## src/rtl/halo_seq_pkg.sv

```systemverilog
// Shared constants, FSM state encoding and per-phase configuration payload
// for the halo-resolve phase sequencer.
package halo_seq_pkg;

   localparam int unsigned LINE_W    = 9;
   localparam int unsigned BANK_LOG2 = 3;
   localparam int unsigned AW        = LINE_W - BANK_LOG2;
   localparam int unsigned NLANE     = 2 ** BANK_LOG2;
   localparam int unsigned NINC      = 3;
   localparam int unsigned FIELD_W   = 4;

   localparam logic [FIELD_W-1:0] F_EOF       = 4'd0;
   localparam logic [FIELD_W-1:0] F_NUMITERS  = 4'd1;
   localparam logic [FIELD_W-1:0] F_RAMROT    = 4'd2;
   localparam logic [FIELD_W-1:0] F_EN        = 4'd3;
   localparam logic [FIELD_W-1:0] F_INIT_SEND = 4'd4;
   localparam logic [FIELD_W-1:0] F_LAST_SEND = 4'd5;
   localparam logic [FIELD_W-1:0] F_INIT_RECV = 4'd6;
   localparam logic [FIELD_W-1:0] F_LAST_RECV = 4'd7;
   localparam logic [FIELD_W-1:0] F_INCR_TRG0 = 4'd8;
   localparam logic [FIELD_W-1:0] F_INCR_TRG1 = 4'd9;
   localparam logic [FIELD_W-1:0] F_INCR_TRG2 = 4'd10;
   localparam logic [FIELD_W-1:0] F_INCR_VAL0 = 4'd11;
   localparam logic [FIELD_W-1:0] F_INCR_VAL1 = 4'd12;
   localparam logic [FIELD_W-1:0] F_INCR_VAL2 = 4'd13;
   localparam logic [FIELD_W-1:0] F_RSVD_LO   = 4'd14;

   typedef enum logic [2:0] {
      S_IDLE  = 3'd0,
      S_LOAD  = 3'd1,
      S_ARM   = 3'd2,
      S_RUN   = 3'd3,
      S_DRAIN = 3'd4,
      S_FIN   = 3'd5
   } state_e;

   // One resolve phase's worth of control-path / PE-array configuration.
   typedef struct packed {
      logic [AW-1:0]                   eof;
      logic [AW-1:0]                   numiters;
      logic [BANK_LOG2-1:0]            ramrot;
      logic [NLANE-1:0]                en;
      logic [NLANE-1:0][AW-1:0]        init_halo_send;
      logic [NLANE-1:0][AW-1:0]        last_halo_send;
      logic [NLANE-1:0][AW-1:0]        init_halo_recv;
      logic [NLANE-1:0][AW-1:0]        last_halo_recv;
      logic [NINC-1:0][AW-1:0]         incr_trg;
      logic [NINC-1:0][AW-1:0]         incr_val;
   } phase_cfg_t;

   function automatic logic field_reserved(input logic [FIELD_W-1:0] f);
      return (f >= F_RSVD_LO);
   endfunction

endpackage

```

## src/rtl/halo_cfg_bank.sv

```systemverilog
// Two-entry configuration bank (horizontal / vertical) with field/lane write
// decode, rejected-write flag and combinational read-out of one entry.
module halo_cfg_bank
   import halo_seq_pkg::*;
(
   input  logic                 clk,
   input  logic                 reset,
   input  logic                 i_we,
   input  logic                 i_open,
   input  logic                 i_phase,
   input  logic [FIELD_W-1:0]   i_field,
   input  logic [BANK_LOG2-1:0] i_lane,
   input  logic [AW-1:0]        i_data,
   input  logic                 i_rd_phase,
   output phase_cfg_t           o_rd_c,
   output logic                 o_rej
);

   phase_cfg_t r_bank [2];
   phase_cfg_t w_upd;
   logic       r_rej;
   logic       w_accept;
   logic       w_reject;

   assign w_accept = i_we && i_open && !field_reserved(i_field);
   assign w_reject = i_we && !w_accept;

   // Merge the incoming write into a copy of the addressed entry.
   always_comb begin
      w_upd = r_bank[i_phase];
      case (i_field)
         F_EOF:       w_upd.eof                    = i_data;
         F_NUMITERS:  w_upd.numiters               = i_data;
         F_RAMROT:    w_upd.ramrot                 = i_data[BANK_LOG2-1:0];
         F_EN:        w_upd.en[i_lane]             = i_data[0];
         F_INIT_SEND: w_upd.init_halo_send[i_lane] = i_data;
         F_LAST_SEND: w_upd.last_halo_send[i_lane] = i_data;
         F_INIT_RECV: w_upd.init_halo_recv[i_lane] = i_data;
         F_LAST_RECV: w_upd.last_halo_recv[i_lane] = i_data;
         F_INCR_TRG0: w_upd.incr_trg[0]            = i_data;
         F_INCR_TRG1: w_upd.incr_trg[1]            = i_data;
         F_INCR_TRG2: w_upd.incr_trg[2]            = i_data;
         F_INCR_VAL0: w_upd.incr_val[0]            = i_data;
         F_INCR_VAL1: w_upd.incr_val[1]            = i_data;
         F_INCR_VAL2: w_upd.incr_val[2]            = i_data;
         default:     ;
      endcase
   end

   always_ff @(posedge clk) begin
      if (reset) begin
         r_bank[0] <= '0;
         r_bank[1] <= '0;
         r_rej     <= 1'b0;
      end else begin
         if (w_accept) begin
            r_bank[i_phase] <= w_upd;
         end
         r_rej <= w_reject;
      end
   end

   assign o_rd_c = r_bank[i_rd_phase];
   assign o_rej  = r_rej;

endmodule

```

## src/rtl/halo_phase_sequencer.sv

```systemverilog
// Runs the enabled halo-resolve phases (horizontal then vertical): load, arm,
// run, drain. Optional RUN watchdog is built when HALO_SEQ_WDOG_EN is defined.
module halo_phase_sequencer
   import halo_seq_pkg::*;
#(
   parameter int unsigned LINWDTH  = LINE_W,
   parameter int unsigned ADDRLEN  = BANK_LOG2,
   parameter int unsigned DRAINCYC = 3,
   parameter int unsigned WDOGW    = 10
)(
   input  logic                                     clk,
   input  logic                                     reset,
   input  logic                                     start,
   input  logic                                     abort,
   input  logic                                     cfgWe,
   input  logic                                     cfgPhase,
   input  logic [3:0]                               cfgField,
   input  logic [ADDRLEN-1:0]                       cfgLane,
   input  logic [LINWDTH-ADDRLEN-1:0]               cfgData,
   input  logic                                     cpBusy,
   output logic                                     cpReset_n,
   output logic                                     isLeft,
   output logic [LINWDTH-ADDRLEN-1:0]               EOF,
   output logic [LINWDTH-ADDRLEN-1:0]               NUMITERS,
   output logic [ADDRLEN-1:0]                       RAMROT,
   output logic [2**ADDRLEN-1:0]                    en,
   output logic [(2**ADDRLEN)*(LINWDTH-ADDRLEN)-1:0] initHaloSend,
   output logic [(2**ADDRLEN)*(LINWDTH-ADDRLEN)-1:0] lastHaloSend,
   output logic [(2**ADDRLEN)*(LINWDTH-ADDRLEN)-1:0] initHaloRecv,
   output logic [(2**ADDRLEN)*(LINWDTH-ADDRLEN)-1:0] lastHaloRecv,
   output logic [3*(LINWDTH-ADDRLEN)-1:0]           incrTrg,
   output logic [3*(LINWDTH-ADDRLEN)-1:0]           incrVal,
   output logic                                     busy,
   output logic                                     done,
   output logic                                     cfgRej,
   output logic                                     err
);

   localparam int unsigned DCW = (DRAINCYC > 1) ? $clog2(DRAINCYC) : 1;

   state_e           r_state;
   state_e           w_state_nxt;
   logic             r_phase;
   logic             w_phase_nxt;
   logic [DCW-1:0]   r_drain;
   logic             r_run_first;
   logic             w_wdog_trip;
   phase_cfg_t       w_bank_rd;
   phase_cfg_t       r_cfg;
   logic             r_is_left;
   logic             r_cp_rst_n;
   logic             w_cp_rst_n_nxt;
   logic             r_busy;
   logic             r_done;
   logic             w_bank_rej;

   halo_cfg_bank u_bank (
      .clk        (clk),
      .reset      (reset),
      .i_we       (cfgWe),
      .i_open     (r_state == S_IDLE),
      .i_phase    (cfgPhase),
      .i_field    (cfgField),
      .i_lane     (cfgLane),
      .i_data     (cfgData),
      .i_rd_phase (r_phase),
      .o_rd_c     (w_bank_rd),
      .o_rej      (w_bank_rej)
   );

   // Next state, next phase and next re-arm level; abort overrides everything.
   always_comb begin
      w_state_nxt    = r_state;
      w_phase_nxt    = r_phase;
      w_cp_rst_n_nxt = 1'b0;
      case (r_state)
         S_IDLE: begin
            w_phase_nxt = 1'b0;
            if (start) begin
               w_state_nxt = S_LOAD;
            end
         end
         S_LOAD: begin
            if (w_bank_rd.en == '0) begin
               if (r_phase) begin
                  w_state_nxt = S_FIN;
               end else begin
                  w_phase_nxt = 1'b1;
               end
            end else begin
               w_state_nxt = S_ARM;
            end
         end
         S_ARM: begin
            w_state_nxt = S_RUN;
         end
         S_RUN: begin
            if (w_wdog_trip) begin
               w_state_nxt = S_IDLE;
            end else if (!r_run_first && !cpBusy) begin
               w_state_nxt = S_DRAIN;
            end
         end
         S_DRAIN: begin
            if (r_drain == DCW'(DRAINCYC - 1)) begin
               if (r_phase) begin
                  w_state_nxt = S_FIN;
               end else begin
                  w_phase_nxt = 1'b1;
                  w_state_nxt = S_LOAD;
               end
            end
         end
         S_FIN: begin
            w_state_nxt = S_IDLE;
         end
         default: begin
            w_state_nxt = S_IDLE;
         end
      endcase

      if (abort) begin
         w_state_nxt = S_IDLE;
         w_phase_nxt = 1'b0;
      end

      // LOAD keeps the current level so a second-phase re-arm is a single ARM cycle.
      case (w_state_nxt)
         S_RUN, S_DRAIN: w_cp_rst_n_nxt = 1'b1;
         S_LOAD:         w_cp_rst_n_nxt = r_cp_rst_n;
         default:        w_cp_rst_n_nxt = 1'b0;
      endcase
   end

   always_ff @(posedge clk) begin
      if (reset) begin
         r_state     <= S_IDLE;
         r_phase     <= 1'b0;
         r_drain     <= '0;
         r_run_first <= 1'b0;
         r_cfg       <= '0;
         r_is_left   <= 1'b1;
         r_cp_rst_n  <= 1'b0;
         r_busy      <= 1'b0;
         r_done      <= 1'b0;
      end else begin
         r_state     <= w_state_nxt;
         r_phase     <= w_phase_nxt;
         r_run_first <= (r_state == S_ARM);
         r_drain     <= (r_state == S_DRAIN) ? r_drain + DCW'(1) : '0;
         if (r_state == S_LOAD) begin
            r_cfg     <= w_bank_rd;
            r_is_left <= !r_phase;
         end
         r_cp_rst_n  <= w_cp_rst_n_nxt;
         r_busy      <= (w_state_nxt != S_IDLE);
         r_done      <= (w_state_nxt == S_FIN);
      end
   end

`ifdef HALO_SEQ_WDOG_EN
   logic [WDOGW-1:0] r_wdog;
   logic [WDOGW-1:0] w_wdog_inc;
   logic             r_err;
   logic             w_start_ok;

   assign w_wdog_inc  = r_wdog + WDOGW'(1);
   assign w_wdog_trip = (r_state == S_RUN) && (w_wdog_inc == '1);
   assign w_start_ok  = (r_state == S_IDLE) && start && !abort;

   // Counts RUN cycles; trips in the RUN cycle that brings the count to all-ones.
   always_ff @(posedge clk) begin
      if (reset) begin
         r_wdog <= '0;
         r_err  <= 1'b0;
      end else begin
         r_wdog <= (r_state == S_RUN) ? w_wdog_inc : '0;
         if (w_wdog_trip) begin
            r_err <= 1'b1;
         end else if (w_start_ok) begin
            r_err <= 1'b0;
         end
      end
   end

   assign err = r_err;
`else
   logic w_unused_wdog;

   assign w_wdog_trip   = 1'b0;
   assign w_unused_wdog = |(WDOGW'(1'b0));
   assign err           = 1'b0;
`endif

   assign cpReset_n    = r_cp_rst_n;
   assign isLeft       = r_is_left;
   assign EOF          = r_cfg.eof;
   assign NUMITERS     = r_cfg.numiters;
   assign RAMROT       = r_cfg.ramrot;
   assign en           = r_cfg.en;
   assign initHaloSend = r_cfg.init_halo_send;
   assign lastHaloSend = r_cfg.last_halo_send;
   assign initHaloRecv = r_cfg.init_halo_recv;
   assign lastHaloRecv = r_cfg.last_halo_recv;
   assign incrTrg      = r_cfg.incr_trg;
   assign incrVal      = r_cfg.incr_val;
   assign busy         = r_busy;
   assign done         = r_done;
   assign cfgRej       = w_bank_rej;

endmodule

```

## config.mk

```make
export PLATFORM = sky130hd
export DESIGN_NAME = halo_phase_sequencer
export DESIGN_NICKNAME = d
export VERILOG_FILES = /design/src/rtl/halo_seq_pkg.sv /design/src/rtl/halo_cfg_bank.sv /design/src/rtl/halo_phase_sequencer.sv
export SDC_FILE = /design/constraint.sdc
export NUM_CORES = 1
export LEC_CHECK = 0
export BUFFER_PORTS_ARGS = -buffer_cell sky130_fd_sc_hd__buf_4
export CAP_MARGIN = 40
export CORE_MARGIN = 8
export CORE_UTILIZATION = 56
export DETAILED_ROUTE_END_ITERATION = 16
export PLACE_DENSITY = 0.85
export SYNTH_ARGS = -nofsm -noshare
export SYNTH_HDL_FRONTEND = slang
export SYNTH_HIERARCHICAL = 1
export SYNTH_SLANG_ARGS = --single-unit
```

## constraint.sdc

```tcl
create_clock -name clk -period 8.78 [get_ports clk]
set_input_delay 0.439 -clock clk [delete_from_list [all_inputs] [get_ports clk]]
set_output_delay 0.439 -clock clk [all_outputs]
set_load 0.005 [all_outputs]
```

==> results.md <==
* Outcome: finished, final reports clean
* Initial antenna violation count at 7
* CP Class: reg -> reg
* Most common cell in the synthesized netlist: nand2_1
* Critical Path AT at 4750 ps
* CTS max path bufs at 3
* Final RePlAce weighted congestion at ~0.85
* Ys async rst share at 0%
* Max Cap Viol at 0
* Relative slew margins at 24.16%
* DRT iter0 DRCs at around 3700
* Compound-Gate Fraction of Synth Area at roughly a tenth
* Total chip power at 8.149 mW
* Footprint of the multi-input gates at 0.01417 mm^2
* H-tree Lvls at 3
* # fillers at 4710
* Top cells by area, synth: edfxtp_1, dfxtp_1, mux2_2, nand2_1, nor3_1
* Worst Setup SP: r_state[0]
* DRT antenna net count at 0
* Clock Root Buffer: clkbuf_16
* Yosys warns at 6
* WL/cell at 23.85 um
* First-pass GRT wire length at roughly 160000 um
* RSZ-0062 raised after global routing: false
* Hold slack final at 42.49 ps
* Yosys reg bits at between 700 and 800
* DR vias/cell at 6.449
* Die Wd at 269.0 um
* Die Span Y at 269.0 um
* Peak supply drop at 0.0001258 V
* Int Pwr at 6.208 mW
* Final Hold Viols at 0
* Max Clk Rate at 0.2219 GHz
* Mapped Nets at 3504
* Area delta synth->final at 13.79%
* Drt drc at 0
* Yosys top cell by area: edfxtp_1
* # IOs at 277
* Xor/xnor share of the synthesized area at 0%
* Nets@finish at approximately 3600
* Synth top area share at 42.05%
* Worst-Skew Late Latency at 630 ps
* Avg Inst Size Synth at 10.29 um^2
* Row Count at 92
* Leak at 13.93 nW
* Vias at slightly below 30000
* Fin crit period at 4507 ps
* Worst hold path class: in -> reg
* Post-synthesis simple-gate area fraction at 21.31%
* TritonRoute pass-1 iters at 6
* Pwr dens at 199.8 mW/mm^2
* Adder-cell share of the synthesized area at 0.03490%
* Setup violators final at 0
* Die area at 0.07238 mm^2
* Req. time, crit path at between 9000 and 10000 ps
* Number of flops mapped to enable cells by yosys at about 500
* Post-placement cell count at 4319
* Actual slew at the worst max-slew pin at 1138 ps
* Post-CTS Setup Inserts at 0
* Seq/Total Area, Yosys at between 50% and 60%
* Mux contribution to synthesized area at 7.911%
* Clock transition at path regs at approximately 60 ps
* Post-synth cell types at 57
* Hold buffers post-CTS at 0
* Period utilization at 51.33%
* Clock sinks at 765
* Crit-path max cell delay at 830 ps
* Top cells by count, synth: nand2_1, edfxtp_1, nor3_1
* Hold Path Origin: abort
* Gr usage total at 28.23%
* Skew final at about 26 ps
* Max FO, Critical Path at 169
* Sw Share at 23.83%
* Seq pwr share at 50.3%
* Post-DP HPWL at 63690 um
* CTS tree: yes
* Fin Setup TNS at 0 ps
* Sw Pwr at 1.942 mW
* Clock buffer count from CTS at 77
* Vias in the first global route at approximately 28000
* Share of layout cells above drive strength 1 at 20.52%
* Crit-path cells: or2_2 -> nor2_1 -> nand4b_1 -> buf_12 -> nand2b_4 -> buf_4 -> buf_12
* Combinational power share at under 10%
* Cell repeated most along the worst path: buf_12
* Critical Path Source Type: register
* Synth Cell Area at 0.03585 mm^2
* CP max stage cell: nand2b_4
* Largest net degree at the start of global routing at between 200 and 250
* Non-Filler Instances at 4469
* Routed WL at ~110000 um
* Clock power share at 41.2%
* Core box area at around 0.063 mm^2
* Worst Setup End Kind: register
* Reg-to-reg startpoint: r_state[0]
* Starting Density at 56.73%
* Cells after Synth at 3483
* Number of buffers added on ports at 275
* Register area at 0.02034 mm^2
* PostCTS Resize Cnt at 0
* Largest family of logic cells by synthesized area: simple AND/OR/NAND/NOR gates
* Pins Over Slew Limit at 0
* Post-synth top flop: edfxtp_1
* Gr ovfl total at 0
## worst max-delay path, delay by kind of cell, from the launching register on
kind                   cells  cell delay (ps)
and+or+nand+nor            4             1580
buffers and inverters      3             1730
DFF                        1              350
## cell usage in the layout (no fill, tap or decap), types with 14 or more instances in the layout
master / instances
buf_4: 300
nor4_1: 16
mux2_2: 251
edfxtp_1: 502
nor3_1: 402
a221oi_1: 201
clkbuf_16: 81
dfxtp_1: 262
clkbuf_1: 15
a21oi_1: 355
nor2b_1: 202
nor2_1: 182
nand4bb_1: 14
nand2_1: 657
## metal layers
layer	track usage [%]	wire length, um
met5	0	0
met4	15.35	5514
met2	42.55	48130
met3	8.580	13730
met1	36.35	39230
## cell type report
cell class,instances,share of cell area [%]
Multi-Input combinational cell,2388,34.73
Sequential cell,765,49.86
Inverter,2,0.01840
Timing Repair Buffer,318,6.410
Clock inverter,29,0.7514
Tap cell,846,2.595
Clock buffer,114,5.591
Antenna cell,7,0.04294
## cell families after synthesis
group | Yosys count
and+or+nand+nor | 1569
DFF | 765
AOI/OAI and AO/OA | 565
buffers and inverters | 330
muxes | 252
adders and majority gates | 1
other | 1
## sequential cells by signal (all words and copies together) (netlist names), 6 cells and up
| register | count |
|---|---|
| EOF | 6 |
| NUMITERS | 6 |
| initHaloRecv | 48 |
| incrTrg | 18 |
| lastHaloSend | 48 |
| lastHaloRecv | 48 |
| u_bank/r_bank | 502 |
| initHaloSend | 48 |
| en | 8 |
| incrVal | 18 |
## per-stage QoR
step	util [%]	setup WS, ps	instance area, um^2
floorplan	-	1146	35850
global placement	60.10	4417	37980
detailed placement	60.44	4355	38190
CTS	64.53	4508	40780
global route	64.55	4247	40790
finish	64.56	4273	40800
## power groups by stage
| stage | logic, mW | registers, mW | clock network, mW |
|---|---|---|---|
| detailed placement | 0.671 | 4.17 | 0 |
| global route | 0.731 | 4.12 | 3.53 |
| CTS | 0.676 | 4.10 | 3.38 |
| global placement | 0.649 | 4.16 | 0 |
| floorplan | 0.437 | 4.19 | 0 |
| finish | 0.691 | 4.10 | 3.36 |
## final timing paths
kind / to / depth (start not counted) / slack (ps)
max: u_bank/r_bank[0][90] / 7 / 4270
min: r_phase / 2 / 40
max reg2reg: u_bank/r_bank[0][90] / 7 / 4270
min reg2reg: r_drain[0] / 1 / 410
Note: power is estimated with default switching activity, not from simulation.
